**config.mk**
```make
export PLATFORM = sky130hd
export DESIGN_NAME = can_tail_tx
export DESIGN_NICKNAME = d
export VERILOG_FILES = /design/src/rtl/can_tail_tx.sv
export SDC_FILE = /design/constraint.sdc
export NUM_CORES = 1
export LEC_CHECK = 0
export CAP_MARGIN = 5
export CORE_UTILIZATION = 52
export DETAILED_ROUTE_END_ITERATION = 6
export HOLD_SLACK_MARGIN = 0.03
export PLACE_DENSITY = 0.74
export RECOVER_POWER = 100
export SLEW_MARGIN = 5
export SYNTH_ARGS = -nofsm -noshare
export SYNTH_HDL_FRONTEND = slang
export SYNTH_SLANG_ARGS = --single-unit
```
**constraint.sdc**
```tcl
create_clock -name SP -period 1.9 [get_ports SP]
set_clock_uncertainty 0.05 [all_clocks]
set_input_delay 0.38 -clock SP [delete_from_list [all_inputs] [get_ports SP]]
set_output_delay 0.38 -clock SP [all_outputs]
set_load 0.05 [all_outputs]
```
**src/rtl/can_tail_tx.sv**
```systemverilog
`default_nettype none
// ============================================================================
//  Module      : can_tail_tx
//  Description : Transmit-side generator for the fixed tail of a CAN
//                data/remote frame (CRC delimiter, ACK slot, ACK delimiter,
//                EOF, intermission). Checks RX against every bit it drives
//                and, on a violation, sends an active error frame (error
//                flag followed by error delimiter).
//  Revision    : 1.0  - initial release
// ============================================================================
//  All state changes happen on the SP rising edge. The edge that enters a
//  state drives TX for that state's bit; the following edge samples RX for
//  that bit and decides the next state.
//  All length parameters must be in 1..15 (4-bit bit counter).
// ============================================================================
module can_tail_tx #(
    parameter int EOF_LEN    = 7,
    parameter int IFS_LEN    = 3,
    parameter int EFLAG_LEN  = 6,
    parameter int EDELIM_LEN = 8
) (
    input  logic SP,
    input  logic reset,
    input  logic START,
    input  logic ROLE,
    input  logic CRC_OK,
    input  logic RX,
    output logic TX,
    output logic BUSY,
    output logic DONE,
    output logic ERR_ACTIVE,
    output logic ACK_Error,
    output logic BIT_Error,
    output logic CRC_Error
);

    // Terminal counter values: a state holding N bits leaves when the
    // counter reaches N-1 on its sampling edge.
    localparam logic [3:0] c_EOF_LAST    = 4'(EOF_LEN - 1);
    localparam logic [3:0] c_IFS_LAST    = 4'(IFS_LEN - 1);
    localparam logic [3:0] c_EFLAG_LAST  = 4'(EFLAG_LEN - 1);
    localparam logic [3:0] c_EDELIM_LAST = 4'(EDELIM_LEN - 1);

    typedef enum logic [2:0] {
        S_IDLE      = 3'd0,
        S_CRC_DELIM = 3'd1,
        S_ACK_SLOT  = 3'd2,
        S_ACK_DELIM = 3'd3,
        S_EOF       = 3'd4,
        S_IFS       = 3'd5,
        S_ERR_FLAG  = 3'd6,
        S_ERR_DELIM = 3'd7
    } state_t;

    state_t     r_state;
    logic [3:0] r_cnt;

    logic w_bit_err;
    logic w_ack_err;
    logic w_crc_err;
    logic w_abort;

    // Classify the bit just sampled: which (if any) violation it represents.
    always_comb begin
        w_bit_err = 1'b0;
        w_ack_err = 1'b0;
        w_crc_err = 1'b0;
        case (r_state)
            S_CRC_DELIM: begin
                w_bit_err = ~RX;
            end
            S_ACK_SLOT: begin
                // Transmitter sends recessive and needs someone to ACK.
                // Receiver with good CRC drives dominant and must read it back.
                // Receiver with bad CRC sends recessive and ignores the bus.
                if (TX && ROLE) begin
                    w_ack_err = RX;
                end else if (!TX) begin
                    w_bit_err = RX;
                end
            end
            S_ACK_DELIM: begin
                w_bit_err = ~RX;
                // A bad receiver CRC is reported after the ACK delimiter,
                // unless the delimiter itself was already a bit error.
                w_crc_err = RX & ~ROLE & ~CRC_OK;
            end
            S_EOF: begin
                w_bit_err = ~RX;
            end
            default: begin
                w_bit_err = 1'b0;
            end
        endcase
    end

    assign w_abort = w_bit_err | w_ack_err | w_crc_err;

    // Tail / error-frame sequencer with registered bus drive and status.
    always_ff @(posedge SP) begin
        if (reset) begin
            r_state    <= S_IDLE;
            r_cnt      <= 4'd0;
            TX         <= 1'b1;
            BUSY       <= 1'b0;
            DONE       <= 1'b0;
            ERR_ACTIVE <= 1'b0;
            ACK_Error  <= 1'b1;
            BIT_Error  <= 1'b1;
            CRC_Error  <= 1'b1;
        end else begin
            DONE <= 1'b0;
            if (w_abort) begin
                // Any violation starts the active error flag on this edge.
                if (w_bit_err) BIT_Error <= 1'b0;
                if (w_ack_err) ACK_Error <= 1'b0;
                if (w_crc_err) CRC_Error <= 1'b0;
                r_state    <= S_ERR_FLAG;
                TX         <= 1'b0;
                ERR_ACTIVE <= 1'b1;
                r_cnt      <= 4'd0;
            end else begin
                case (r_state)
                    S_IDLE: begin
                        if (START) begin
                            r_state   <= S_CRC_DELIM;
                            TX        <= 1'b1;
                            BUSY      <= 1'b1;
                            ACK_Error <= 1'b1;
                            BIT_Error <= 1'b1;
                            CRC_Error <= 1'b1;
                            r_cnt     <= 4'd0;
                        end
                    end
                    S_CRC_DELIM: begin
                        r_state <= S_ACK_SLOT;
                        // Only a receiver that accepted the CRC drives the ACK.
                        TX      <= ~(~ROLE & CRC_OK);
                    end
                    S_ACK_SLOT: begin
                        r_state <= S_ACK_DELIM;
                        TX      <= 1'b1;
                    end
                    S_ACK_DELIM: begin
                        r_state <= S_EOF;
                        r_cnt   <= 4'd0;
                    end
                    S_EOF: begin
                        if (r_cnt == c_EOF_LAST) begin
                            // Last EOF bit read back recessive: frame is valid.
                            DONE    <= 1'b1;
                            r_state <= S_IFS;
                            r_cnt   <= 4'd0;
                        end else begin
                            r_cnt <= r_cnt + 4'd1;
                        end
                    end
                    S_IFS: begin
                        // A dominant bit in intermission is the next frame's
                        // start of frame, not an error: just stop early.
                        if (!RX || (r_cnt == c_IFS_LAST)) begin
                            r_state <= S_IDLE;
                            BUSY    <= 1'b0;
                            r_cnt   <= 4'd0;
                        end else begin
                            r_cnt <= r_cnt + 4'd1;
                        end
                    end
                    S_ERR_FLAG: begin
                        if (r_cnt == c_EFLAG_LAST) begin
                            r_state <= S_ERR_DELIM;
                            TX      <= 1'b1;
                            r_cnt   <= 4'd0;
                        end else begin
                            r_cnt <= r_cnt + 4'd1;
                        end
                    end
                    S_ERR_DELIM: begin
                        if (r_cnt == c_EDELIM_LAST) begin
                            r_state    <= S_IDLE;
                            BUSY       <= 1'b0;
                            ERR_ACTIVE <= 1'b0;
                            r_cnt      <= 4'd0;
                        end else begin
                            r_cnt <= r_cnt + 4'd1;
                        end
                    end
                    default: begin
                        r_state    <= S_IDLE;
                        TX         <= 1'b1;
                        BUSY       <= 1'b0;
                        ERR_ACTIVE <= 1'b0;
                        r_cnt      <= 4'd0;
                    end
                endcase
            end
        end
    end

endmodule
`default_nettype wire

```
==> results of run 1 <==
==> worst min-delay path by stage <==
stage                     end  slack [ns]  cells past startpoint
floorplan            r_cnt[2]        0.40                      1
global placement    ACK_Error        0.38                      2
detailed placement  ACK_Error        0.39                      2
CTS                 ACK_Error        0.40                      2
global route        ACK_Error        0.43                      2
finish              ACK_Error        0.40                      2
==> per-stage QoR <==
step	utilization (%)	cell area (sq um)
after floorplan	-	884.6
after global placement	71.19	1097
after detailed placement	71.19	1097
after CTS	73.54	1134
after global routing	71.43	1101
final	71.43	1101
==> power by group <==
group	internal, mW	total [mW]	switching, mW	leakage (nW)
Combinational	0.380	0.859	0.479	0.339
Sequential	0.378	0.483	0.105	0.115
Clock	0.117	0.221	0.104	0.0210
Total	0.874	1.56	0.688	0.474
==> area by class of cell <==
class	instances	area, sq um
fillers	133	440.4
inverters	6	22.52
well taps	16	20.02
multi-input cells	73	533.0
clock buffers	4	36.28
repair buffers	29	205.2
flip-flops and latches	14	284.0
==> routing by layer <==
layer | global-route usage, % | wire length [um] | up-vias
li1 | - | - | 419
met5 | 0 | 0 | -
met4 | 14.55 | 39 | 0
met2 | 37.31 | 946 | 17
met1 | 32.20 | 1006 | 394
met3 | 3.830 | 58 | 6
==> cells by family after synthesis <==
group | after synthesis
buffers and inverters | 12
AND/OR/NAND/NOR | 42
adder cells (fa/ha/maj) | 3
XOR/XNOR | 1
multiplexers | 1
AO/OA/AOI/OAI | 26
flip-flops | 14
==> layout by cell type, fill, tap and decap left out, types with 3 or more instances in the layout <==
cell type	n
sky130_fd_sc_hd__nor3_1	4
sky130_fd_sc_hd__nor2_1	7
sky130_fd_sc_hd__nand2_1	7
sky130_fd_sc_hd__clkbuf_1	8
sky130_fd_sc_hd__o21ai_0	3
sky130_fd_sc_hd__dfxtp_1	11
sky130_fd_sc_hd__nand3_1	3
sky130_fd_sc_hd__clkbuf_4	3
sky130_fd_sc_hd__dfxtp_2	3
sky130_fd_sc_hd__buf_4	15
sky130_fd_sc_hd__inv_1	6
sky130_fd_sc_hd__clkdlybuf4s50_1	5
sky130_fd_sc_hd__o21bai_1	3
sky130_fd_sc_hd__ha_1	3
==> impl_results.html, run 1 <==
<table>
<tr><th>Metric</th><th>Value</th></tr>
<tr><th colspan="2">Outcome</th></tr>
<tr><td>Result of the run</td><td>complete, no violations</td></tr>
<tr><th colspan="2">Pwr</th></tr>
<tr><td>Leak</td><td>0.4742 nW</td></tr>
<tr><td>VDD IR max</td><td>~1 mV</td></tr>
<tr><td>Power Total</td><td>between 1.5 and 2 mW</td></tr>
<tr><td>Power density over the cells</td><td>around 1400 nW/um^2</td></tr>
<tr><th colspan="2">Worst setup path</th></tr>
<tr><td>Reg-to-reg critical path startpoint</td><td>r_state[0]</td></tr>
<tr><td>Slowest cell on crit path</td><td>sky130_fd_sc_hd__clkdlybuf4s50_1</td></tr>
<tr><td>Cell count along the critical path</td><td>1</td></tr>
<tr><td>Data required time at the worst endpoint</td><td>about 1.5 ns</td></tr>
<tr><td>Critical path's largest stage delay</td><td>slightly below 0.8 ns</td></tr>
<tr><td>Destination of the critical timing path</td><td>DONE</td></tr>
<tr><td>Worst endpoint data arrival time</td><td>approximately 1.4 ns</td></tr>
<tr><td>Endpoint of the lowest-slack register-to-register path</td><td>r_cnt[2]</td></tr>
<tr><td>Count of cells along the worst register-to-register path</td><td>5</td></tr>
<tr><td>Critical path buffers and inverters</td><td>1</td></tr>
<tr><td>Maximum fanout along the worst path</td><td>1</td></tr>
<tr><td>CP Class</td><td>flip-flop to output port</td></tr>
<tr><td>Cell chain of the critical path</td><td>clkdlybuf4s50_1</td></tr>
<tr><td>Slack of the worst reg-to-reg path</td><td>0.11 ns</td></tr>
<tr><td>Family with the most delay on the worst path</td><td>buffers and inverters</td></tr>
<tr><td>Critical path launch point type</td><td>flip-flop</td></tr>
<tr><td>Origin of the worst setup path</td><td>DONE</td></tr>
<tr><td>Critical path capture point type</td><td>output port</td></tr>
<tr><th colspan="2">Layout</th></tr>
<tr><td>Relative area change from synthesis to final layout</td><td>24.65%</td></tr>
<tr><td>Max reg flops</td><td>4</td></tr>
<tr><td>Antenna cells</td><td>0</td></tr>
<tr><td>Register with the most flip-flops</td><td>r_cnt</td></tr>
<tr><td>Layout net count</td><td>approximately 140</td></tr>
<tr><td>Largest regs</td><td>r_cnt (4), r_state (3)</td></tr>
<tr><td>Filler-free cell count of the finished design</td><td>142</td></tr>
<tr><td>Share of post-route cells with drive strength above 1</td><td>approximately a quarter</td></tr>
<tr><th colspan="2">Route</th></tr>
<tr><td>Total vias in the final route</td><td>around 840</td></tr>
<tr><td>Number of DRC violations after detailed routing</td><td>0</td></tr>
<tr><td>Routed length per placed instance</td><td>around 14 um</td></tr>
<tr><td>Detailed Route WL</td><td>between 2000 and 2500 um</td></tr>
<tr><td>Iter 0 DRT Violations</td><td>32</td></tr>
<tr><td>Initial DRT Pass Iterations</td><td>4</td></tr>
<tr><td>Number of routed nets with antenna violations</td><td>0</td></tr>
<tr><td>Mean number of vias per cell</td><td>5.887</td></tr>
<tr><th colspan="2">Placed design</th></tr>
<tr><td>PortBufs</td><td>12</td></tr>
<tr><td>Dpl ws</td><td>-0.2804 ns</td></tr>
<tr><td>Post-DP HPWL</td><td>around 1500 um</td></tr>
<tr><td>Global placement routability congestion</td><td>just over 0.9</td></tr>
<tr><td>Placed instance count</td><td>~140</td></tr>
<tr><th colspan="2">CTS</th></tr>
<tr><td>Number of H-tree levels</td><td>1</td></tr>
<tr><td># resized after CTS</td><td>0</td></tr>
<tr><td>Root Buffer Master</td><td>sky130_fd_sc_hd__clkbuf_4</td></tr>
<tr><td>Clk sink count</td><td>14</td></tr>
<tr><td>Total setup buffers inserted after CTS</td><td>0</td></tr>
<tr><td>Number of buffers created by CTS</td><td>3</td></tr>
<tr><td>Maximum clock insertion buffer count</td><td>2</td></tr>
<tr><td>Clock slew at the register clock pins of the worst setup and hold paths</td><td>around 0.090 ns</td></tr>
<tr><td>Clock latency on the worst-skew pair</td><td>approximately 0.28 ns</td></tr>
<tr><td>Clock tree from TritonCTS</td><td>built</td></tr>
<tr><td>Hold buffer count at CTS</td><td>0</td></tr>
<tr><th colspan="2">Worst hold path</th></tr>
<tr><td>Class of the worst hold path</td><td>flip-flop to flip-flop</td></tr>
<tr><td>Worst min-delay path startpoint</td><td>ACK_Error</td></tr>
<tr><th colspan="2">Die</th></tr>
<tr><td>Starting utilization of the core area</td><td>a little under three fifths</td></tr>
<tr><td>Die Outline Area</td><td>around 1900 sq um</td></tr>
<tr><td>Die X</td><td>about 43 um</td></tr>
<tr><td>Number of placed I/O pins</td><td>13</td></tr>
<tr><td>Die outline height</td><td>about 43 um</td></tr>
<tr><td>Total core area</td><td>~1500 sq um</td></tr>
<tr><td>Cell row count</td><td>14</td></tr>
<tr><th colspan="2">Yosys</th></tr>
<tr><td>EDFF count, synth</td><td>0</td></tr>
<tr><td>Number of instances in the synthesized netlist</td><td>roughly 100</td></tr>
<tr><td>Dominant synthesized flop cell</td><td>sky130_fd_sc_hd__dfxtp_1</td></tr>
<tr><td>Xor and xnor area share after synthesis</td><td>less than 1%</td></tr>
<tr><td>Number of distinct library cell variants in the gate-level netlist after synthesis</td><td>45</td></tr>
<tr><td>Dominant combinational cell family by area after synthesis</td><td>simple AND/OR/NAND/NOR gates</td></tr>
<tr><td>Number of synthesized register bits</td><td>14</td></tr>
<tr><td>Fraction of post-synthesis cell area in the top cell type by area</td><td>a little under a third</td></tr>
<tr><td>Mean Syn Cell Area</td><td>between 8 and 9 sq um</td></tr>
<tr><td>Most used standard cells in the synthesized netlist</td><td>sky130_fd_sc_hd__dfxtp_1 (14), sky130_fd_sc_hd__nand2_1 (7), sky130_fd_sc_hd__nor2_1 (7)</td></tr>
<tr><td>Synthesized Nets</td><td>approximately 110</td></tr>
<tr><td>Post-synthesis instance area</td><td>a little under 900 sq um</td></tr>
<tr><td>Library cell with the largest summed area after synthesis</td><td>sky130_fd_sc_hd__dfxtp_1</td></tr>
<tr><td>Sequential area share after synthesis</td><td>between 30% and 40%</td></tr>
<tr><td>Async set-or-reset flop fraction in the synthesized netlist</td><td>0%</td></tr>
<tr><td>Multiplexer area fraction after synthesis</td><td>1.275%</td></tr>
<tr><td>Compound-gate portion of the synthesized area</td><td>around 22%</td></tr>
<tr><td>Dominant cells by area after synthesis</td><td>sky130_fd_sc_hd__dfxtp_1 (32%), sky130_fd_sc_hd__ha_1 (4.2%), sky130_fd_sc_hd__nand2_1 (3.0%)</td></tr>
<tr><td>Post-synthesis simple-gate area fraction</td><td>approximately a third</td></tr>
<tr><td>Fraction of the mapped netlist area in adder cells</td><td>4.249%</td></tr>
<tr><td>Most repeated cell in the gate-level netlist after synthesis</td><td>sky130_fd_sc_hd__dfxtp_1</td></tr>
<tr><td>Number of warnings reported in the yosys synthesis log</td><td>0</td></tr>
<tr><th colspan="2">STA</th></tr>
<tr><td>Worst setup slack after layout</td><td>roughly 0.084 ns</td></tr>
<tr><td>Share of the clock period used by the worst path</td><td>between 90 and 100%</td></tr>
<tr><td>Worst hold slack after final layout</td><td>0.4031 ns</td></tr>
<tr><td>Setup repair after global routing missed its margin</td><td>true</td></tr>
<tr><td>Total negative setup slack</td><td>0 ns</td></tr>
<tr><td>Pin slew with the least headroom to its limit</td><td>about 0.60 ns</td></tr>
<tr><td>Final setup viols</td><td>0</td></tr>
<tr><td>Max-slew violation count</td><td>0</td></tr>
<tr><td>Final hold violation count</td><td>0</td></tr>
<tr><td>Slew Limit Headroom</td><td>about three fifths</td></tr>
<tr><td>Fmax</td><td>around 550 MHz</td></tr>
<tr><td>Time the final worst path needs with I/O delays and setup</td><td>between 1.5 and 2 ns</td></tr>
<tr><th colspan="2">GRT</th></tr>
<tr><td>GRT Overall Usage</td><td>between 20% and 30%</td></tr>
<tr><td>Number of global-route vias before repair</td><td>approximately 770</td></tr>
<tr><td>Maximum number of pins on one net before global-route repair</td><td>14</td></tr>
<tr><td>Global-route wire length before repair</td><td>3394 um</td></tr>
<tr><td>Initial antenna violation count</td><td>0</td></tr>
<tr><td>Total overflow reported by the global router</td><td>0</td></tr>
<tr><th colspan="2">Flow run</th></tr>
<tr><td>Maximum Capacitance Violations</td><td>0</td></tr>
</table>
Power figures use the tool's default switching activity.
==> run 2, diff against run 1 <==
clock period = 2 ns   (was 1.9 ns; I/O delays follow)
==> run 2 against run 1 <==
Via count fell by 1.9%. Register-to-register slack improved by 0.05 ns. Critical endpoint is now BUSY. Hold slack got worse by 0.012 ns. Die area did not move. Design area rose by 1.8%. Worst setup slack got worse by 0.022 ns.
==> impl_results.html, run 2 (synthesis results as in run 1) <==
<table>
<tr><th>Metric</th><th>Value</th></tr>
<tr><th colspan="2">Pwr</th></tr>
<tr><td>Power Total</td><td>approximately 1.5 mW</td></tr>
<tr><td>Share of power burned in registers</td><td>between 30% and 40%</td></tr>
<tr><td>VDD IR max</td><td>1.030 mV</td></tr>
<tr><td>Clk network pwr share</td><td>around 14%</td></tr>
<tr><td>Power density over the cells</td><td>~1300 nW/um^2</td></tr>
<tr><td>Switching power</td><td>roughly 650 uW</td></tr>
<tr><td>Cell-internal power</td><td>approximately 820 uW</td></tr>
<tr><td>Switching part of the total</td><td>approximately 44%</td></tr>
<tr><td>Share of total power in combinational logic</td><td>between 50 and 60%</td></tr>
<tr><td>Leak</td><td>roughly 0.49 nW</td></tr>
<tr><th colspan="2">Flow run</th></tr>
<tr><td>Maximum Capacitance Violations</td><td>0</td></tr>
<tr><th colspan="2">Route</th></tr>
<tr><td>Mean number of vias per cell</td><td>5.816</td></tr>
<tr><td>Iter 0 DRT Violations</td><td>17</td></tr>
<tr><td>Total vias in the final route</td><td>820</td></tr>
<tr><td>Initial DRT Pass Iterations</td><td>4</td></tr>
<tr><td>Detailed Route WL</td><td>a little over 2000 um</td></tr>
<tr><td>Routed length per placed instance</td><td>approximately 15 um</td></tr>
<tr><td>Number of routed nets with antenna violations</td><td>0</td></tr>
<tr><td>Number of DRC violations after detailed routing</td><td>0</td></tr>
<tr><th colspan="2">GRT</th></tr>
<tr><td>GRT Overall Usage</td><td>around 25%</td></tr>
<tr><td>Initial antenna violation count</td><td>0</td></tr>
<tr><td>Global-route wire length before repair</td><td>between 3000 and 4000 um</td></tr>
<tr><td>Number of global-route vias before repair</td><td>just under 800</td></tr>
<tr><td>Total overflow reported by the global router</td><td>0</td></tr>
<tr><td>Maximum number of pins on one net before global-route repair</td><td>14</td></tr>
<tr><th colspan="2">Worst setup path</th></tr>
<tr><td>Cell chain of the critical path</td><td>dlygate4sd3_1</td></tr>
<tr><td>Critical path launch point type</td><td>flip-flop</td></tr>
<tr><td>Slowest cell on crit path</td><td>sky130_fd_sc_hd__dlygate4sd3_1</td></tr>
<tr><td>Critical path's largest stage delay</td><td>~0.87 ns</td></tr>
<tr><td>Critical path buffers and inverters</td><td>1</td></tr>
<tr><td>CP Class</td><td>flip-flop to output port</td></tr>
<tr><td>Worst endpoint data arrival time</td><td>around 1.5 ns</td></tr>
<tr><td>Family with the most delay on the worst path</td><td>buffers and inverters</td></tr>
<tr><td>Data required time at the worst endpoint</td><td>approximately 1.6 ns</td></tr>
<tr><td>Critical path capture point type</td><td>output port</td></tr>
<tr><td>Maximum fanout along the worst path</td><td>2</td></tr>
<tr><th colspan="2">Placed design</th></tr>
<tr><td>Post-DP HPWL</td><td>about 1600 um</td></tr>
<tr><td>PortBufs</td><td>12</td></tr>
<tr><td>Global placement routability congestion</td><td>about 0.94</td></tr>
<tr><th colspan="2">CTS</th></tr>
<tr><td>Number of H-tree levels</td><td>1</td></tr>
<tr><td>Maximum clock insertion buffer count</td><td>2</td></tr>
<tr><td>Hold buffer count at CTS</td><td>0</td></tr>
<tr><td>Number of buffers created by CTS</td><td>3</td></tr>
<tr><td>Root Buffer Master</td><td>sky130_fd_sc_hd__clkbuf_4</td></tr>
<tr><td>Clock latency on the worst-skew pair</td><td>around 0.28 ns</td></tr>
<tr><td>Clk sink count</td><td>14</td></tr>
<tr><td>Clock tree from TritonCTS</td><td>built</td></tr>
<tr><td>Clock slew at the register clock pins of the worst setup and hold paths</td><td>0.08 ns</td></tr>
<tr><th colspan="2">Layout</th></tr>
<tr><td>Largest regs</td><td>r_cnt (4), r_state (3)</td></tr>
<tr><td>Post-Route Utilization</td><td>72.73%</td></tr>
<tr><td>Commonest cells after routing, fill and taps aside</td><td>sky130_fd_sc_hd__dfxtp_1 (14), sky130_fd_sc_hd__buf_4 (13), sky130_fd_sc_hd__nor2_1 (7), sky130_fd_sc_hd__nand2_1 (7), sky130_fd_sc_hd__inv_1 (6)</td></tr>
<tr><td>Layout net count</td><td>between 100 and 150</td></tr>
<tr><td>Most common cell after layout, fill and taps aside</td><td>sky130_fd_sc_hd__dfxtp_1</td></tr>
<tr><td>Fillcell total</td><td>123</td></tr>
<tr><td>Relative area change from synthesis to final layout</td><td>26.91%</td></tr>
<tr><td>Antenna cells</td><td>0</td></tr>
<tr><td>Register with the most flip-flops</td><td>r_cnt</td></tr>
<tr><td>Max reg flops</td><td>4</td></tr>
<tr><td>Share of post-route cells with drive strength above 1</td><td>about 21%</td></tr>
<tr><th colspan="2">Die</th></tr>
<tr><td>Cell row count</td><td>14</td></tr>
<tr><td>Die Outline Area</td><td>1868 sq um</td></tr>
<tr><td>Starting utilization of the core area</td><td>a little under three fifths</td></tr>
<tr><td>Total core area</td><td>1541 sq um</td></tr>
<tr><td>Die X</td><td>roughly 43 um</td></tr>
<tr><td>Number of placed I/O pins</td><td>13</td></tr>
<tr><td>Die outline height</td><td>43.22 um</td></tr>
<tr><th colspan="2">STA</th></tr>
<tr><td>Fmax</td><td>around 520 MHz</td></tr>
<tr><td>Final hold violation count</td><td>0</td></tr>
<tr><td>Max-slew violation count</td><td>0</td></tr>
<tr><td>Time the final worst path needs with I/O delays and setup</td><td>slightly below 2 ns</td></tr>
<tr><td>Worst hold slack after final layout</td><td>approximately 0.4 ns</td></tr>
<tr><td>Setup repair after global routing missed its margin</td><td>false</td></tr>
<tr><td>Share of the clock period used by the worst path</td><td>a little over nine tenths</td></tr>
<tr><td>Final setup viols</td><td>0</td></tr>
<tr><td>Slew Limit Headroom</td><td>between 60% and 70%</td></tr>
<tr><td>Pin slew with the least headroom to its limit</td><td>just under 0.6 ns</td></tr>
<tr><th colspan="2">Worst hold path</th></tr>
<tr><td>Class of the worst hold path</td><td>flip-flop to flip-flop</td></tr>
<tr><th colspan="2">Outcome</th></tr>
<tr><td>Result of the run</td><td>complete, no violations</td></tr>
</table>
run 2: cell types whose count changed in the layout (fill, tap and decap cells not counted):
cell / previous run / this run
sky130_fd_sc_hd__a21oi_1: 2 / 3
sky130_fd_sc_hd__a21oi_2: 2 / 1
sky130_fd_sc_hd__buf_4: 15 / 13
sky130_fd_sc_hd__clkbuf_1: 8 / 4
sky130_fd_sc_hd__dfxtp_1: 11 / 14
sky130_fd_sc_hd__dfxtp_2: 3 / 0
sky130_fd_sc_hd__dlygate4sd3_1: 0 / 5
sky130_fd_sc_hd__nand2b_1: 2 / 1
sky130_fd_sc_hd__nand2b_4: 0 / 1
run 2: path summary, 6_finish.rpt:
kind                                 from        end  slack, ns  depth (start not counted)
worst max-delay path                 BUSY       BUSY       0.06                          1
worst max register to register   r_cnt[0]   r_cnt[3]       0.16                          7
worst min register to register  ACK_Error  ACK_Error       0.39                          2
worst min-delay path            ACK_Error  ACK_Error       0.39                          2
run 2: stage by stage:
stage	worst slack, ns	cells	instance area [sq um]	setup TNS, ns
after global routing	0.03029	141	1121	0
final	0.06157	141	1121	0
after floorplan	0.03832	99	883.3	0
after detailed placement	-0.2243	137	1099	-1.476
after global placement	-0.1848	137	1099	-1.247
after CTS	0.05766	141	1135	0
run 2: power groups by stage:
stage	clock [mW]	sequential, mW	combinational, mW
floorplan	0	0.530	0.506
global placement	0	0.443	0.840
detailed placement	0	0.450	0.854
CTS	0.207	0.442	0.861
global route	0.219	0.462	0.899
finish	0.202	0.446	0.824
run 2: area by class of cell:
class / instances / area, sq um / share of cell area (%)
Timing Repair Buffer: 28 / 225.2 / 20.09
Multi-Input combinational cell: 73 / 536.8 / 47.88
Inverter: 6 / 22.52 / 2.009
Tap cell: 16 / 20.02 / 1.786
Clock buffer: 4 / 36.28 / 3.237
Sequential cell: 14 / 280.3 / 25.00
run 2: repair_timing:
item | in CTS | in global routing
setup buffers | 0 | 0
setup endpoints to repair | 0 | 2
gates resized for setup | 0 | 4
run 2: layer usage:
layer | vias to the layer above | track usage [%] | wire length, um
li1 | 421 | - | -
met1 | 376 | 34.29 | 976
met2 | 17 | 38.21 | 968
met3 | 6 | 4.255 | 64
met4 | 0 | 12.12 | 39
met5 | - | 0 | 0
run 2: worst min-delay path, delay by kind of cell (launching register included):
family	cells	cell delay, ns
and+or+nand+nor	2	0.09
DFF	1	0.31
==> edit: new RTL, config.mk and constraints of run 1 <==
Register the output `TX` once more; this adds one clock of latency there. The other outputs are not delayed to match.
--- a/src/rtl/can_tail_tx.sv
+++ b/src/rtl/can_tail_tx.sv
@@ -52,6 +52,8 @@
         S_ERR_DELIM = 3'd7
     } state_t;
 
+    logic TX_s0;
+
     state_t     r_state;
     logic [3:0] r_cnt;
 
@@ -73,9 +75,9 @@
                 // Transmitter sends recessive and needs someone to ACK.
                 // Receiver with good CRC drives dominant and must read it back.
                 // Receiver with bad CRC sends recessive and ignores the bus.
-                if (TX && ROLE) begin
+                if (TX_s0 && ROLE) begin
                     w_ack_err = RX;
-                end else if (!TX) begin
+                end else if (!TX_s0) begin
                     w_bit_err = RX;
                 end
             end
@@ -101,7 +103,7 @@
         if (reset) begin
             r_state    <= S_IDLE;
             r_cnt      <= 4'd0;
-            TX         <= 1'b1;
+            TX_s0      <= 1'b1;
             BUSY       <= 1'b0;
             DONE       <= 1'b0;
             ERR_ACTIVE <= 1'b0;
@@ -116,7 +118,7 @@
                 if (w_ack_err) ACK_Error <= 1'b0;
                 if (w_crc_err) CRC_Error <= 1'b0;
                 r_state    <= S_ERR_FLAG;
-                TX         <= 1'b0;
+                TX_s0      <= 1'b0;
                 ERR_ACTIVE <= 1'b1;
                 r_cnt      <= 4'd0;
             end else begin
@@ -124,7 +126,7 @@
                     S_IDLE: begin
                         if (START) begin
                             r_state   <= S_CRC_DELIM;
-                            TX        <= 1'b1;
+                            TX_s0     <= 1'b1;
                             BUSY      <= 1'b1;
                             ACK_Error <= 1'b1;
                             BIT_Error <= 1'b1;
@@ -135,11 +137,11 @@
                     S_CRC_DELIM: begin
                         r_state <= S_ACK_SLOT;
                         // Only a receiver that accepted the CRC drives the ACK.
-                        TX      <= ~(~ROLE & CRC_OK);
+                        TX_s0   <= ~(~ROLE & CRC_OK);
                     end
                     S_ACK_SLOT: begin
                         r_state <= S_ACK_DELIM;
-                        TX      <= 1'b1;
+                        TX_s0   <= 1'b1;
                     end
                     S_ACK_DELIM: begin
                         r_state <= S_EOF;
@@ -169,7 +171,7 @@
                     S_ERR_FLAG: begin
                         if (r_cnt == c_EFLAG_LAST) begin
                             r_state <= S_ERR_DELIM;
-                            TX      <= 1'b1;
+                            TX_s0   <= 1'b1;
                             r_cnt   <= 4'd0;
                         end else begin
                             r_cnt <= r_cnt + 4'd1;
@@ -187,7 +189,7 @@
                     end
                     default: begin
                         r_state    <= S_IDLE;
-                        TX         <= 1'b1;
+                        TX_s0      <= 1'b1;
                         BUSY       <= 1'b0;
                         ERR_ACTIVE <= 1'b0;
                         r_cnt      <= 4'd0;
@@ -197,6 +199,10 @@
         end
     end
 
+    always_ff @(posedge SP) begin
+        TX <= TX_s0;
+    end
+
 endmodule
 `default_nettype wire
 
Behaviour: not the same (Yosys sat finds a counterexample within 4 cycles, from zero or initial values and one cycle with reset high).
==> edit against run 1 <==
  * Area after synthesis up 9.6%
  * Final area up 5.1%
  * Power is 4.2% lower
  * Sequential cell count is 1 higher
  * Setup slack got worse by 0.017 ns
  * Synthesized cell count rose by 12%
  * Maximum frequency decreased by 0.94%
  * Hold slack worse by 0.058 ns
  * Routed wire length is 6.4% higher
  * Critical path type unchanged
  * Largest power group unchanged
==> edit: results <==
set metrics [dict create \
    outcome "finished clean" \
    async_reset_ff_share_pct 0 \
    drt_first_pass_iters 4 \
    synthTopCellsByArea "dfxtp_1 31%, a211oi_2 5.2%, ha_1 3.9%" \
    antenna_found_initial 0 \
    synth_top_cells_by_count "15 x dfxtp_1, 9 x nor2_1, 8 x inv_1, 7 x a21oi_1" \
    vdd_drop_max_mv 0.809 \
    power.leakage_uw 0.000455 \
    track_usage_pct 25.6 \
    grt_pass1_wl_mm 3.73 \
    crit_family "buffers and inverters" \
    crit_start "DONE" \
    cts_buffers 3 \
    worst_hold_slack_ns 0.345 \
    met3_usage_pct 2.40 \
    grt_max_degree 17 \
    tightest_slew_ns 0.592 \
    gr-usage-met1_pct 34.3 \
    cts_root_buf "clkbuf_4" \
    wl_per_cell_um 13.7 \
    ys_types 41 \
    cpMaxStageDelayCell "clkdlybuf4s50_1" \
    r2r_setup_slack_ns 0.10 \
    finalNonFillerCells 159 \
    dp.final_hpwl_mm 1.64 \
    insertion_delay_ns 0.29 \
    finalNetCount 144 \
    grt_pass1_vias 849 \
    drt_iter0_drc 46 \
    seq_area_frac_synth_pct 31.0 \
    synth_nets 120 \
    io_buffer_count 12 \
    worstHoldPathType "reg2reg" \
    avgSynthCellArea_um2 8.72 \
    r2r_cells 5 \
    clk_transition_reported_paths_ns 0.09 \
    use_met2_pct 41.7 \
    yosysWarnings 0 \
    vias 899 \
    htreeDepth 1 \
    cts_buffer_depth 2 \
    gp_congestion 0.809 \
    cp_slowest_stage_delay_ns 0.79 \
    r2r-start "r_cnt[1]" \
    drive_gt1_share_pct 17.9 \
    rr_endpoint "r_cnt[2]" \
]
[edit: changes by cell type in the layout (fill, tap and decap cells not counted), sizes merged, moves of 3 or more]
cell           run 1  this run
o311ai             0         3
o21ai              3         7
a21oi              4         7
nor4b              3         0
[edit: worst min-delay path by stage]
stage / start / endpoint / depth (start not counted)
CTS: TX_s0 / TX / 0
floorplan: TX_s0 / TX / 0
global route: TX_s0 / TX / 0
finish: TX_s0 / TX / 0
detailed placement: TX_s0 / TX / 0
global placement: TX_s0 / TX / 0
[edit: cell families after synthesis]
| group | after synthesis | synth area share, % |
|---|---|---|
| xor gates and xnor gates | 1 | 0.905 |
| AOI/OAI and AO/OA | 33 | 29.1 |
| DFF | 15 | 31.0 |
| adders and majority gates | 3 | 3.88 |
| buffers and inverters | 17 | 9.17 |
| and+or+nand+nor | 42 | 26.0 |
[edit: final cells by class]
cell class | instances | area [µm²]
Timing Repair Buffer | 28 | 201
Tap cell | 25 | 31.3
Inverter | 8 | 30.0
Clock buffer | 4 | 26.3
Sequential cell | 15 | 300
Fill cell | 159 | 569
Multi-Input combinational cell | 79 | 568
[edit: metrics by stage]
stage                     utilization (%)  total power (µW)  setup WS [ns]  area [µm²]
after floorplan                         -              1110          0.280         968
after global placement               67.8              1350        -0.0668        1170
after detailed placement             67.8              1360         -0.110        1170
after CTS                            69.3              1560         0.0353        1200
after global routing                 67.0              1600         0.0209        1160
final                                67.0              1500         0.0667        1160
[edit: layer usage]
metal  share of wire [%]  vias up
met3                 4.4        4
met1                  47      418
met4                 1.2        0
met5                   0        -
met2                  48       22
li1                    -      455
[edit: power by group]
group | switching [µW] | internal, µW | total [µW]
registers | 58.2 | 404 | 462
clock network | 109 | 81.8 | 191
logic | 526 | 318 | 844
[edit: what timing repair did]
item	in CTS	in global routing
hold endpoints to repair	0	0
gates resized for setup	0	1
setup endpoints to repair	0	1
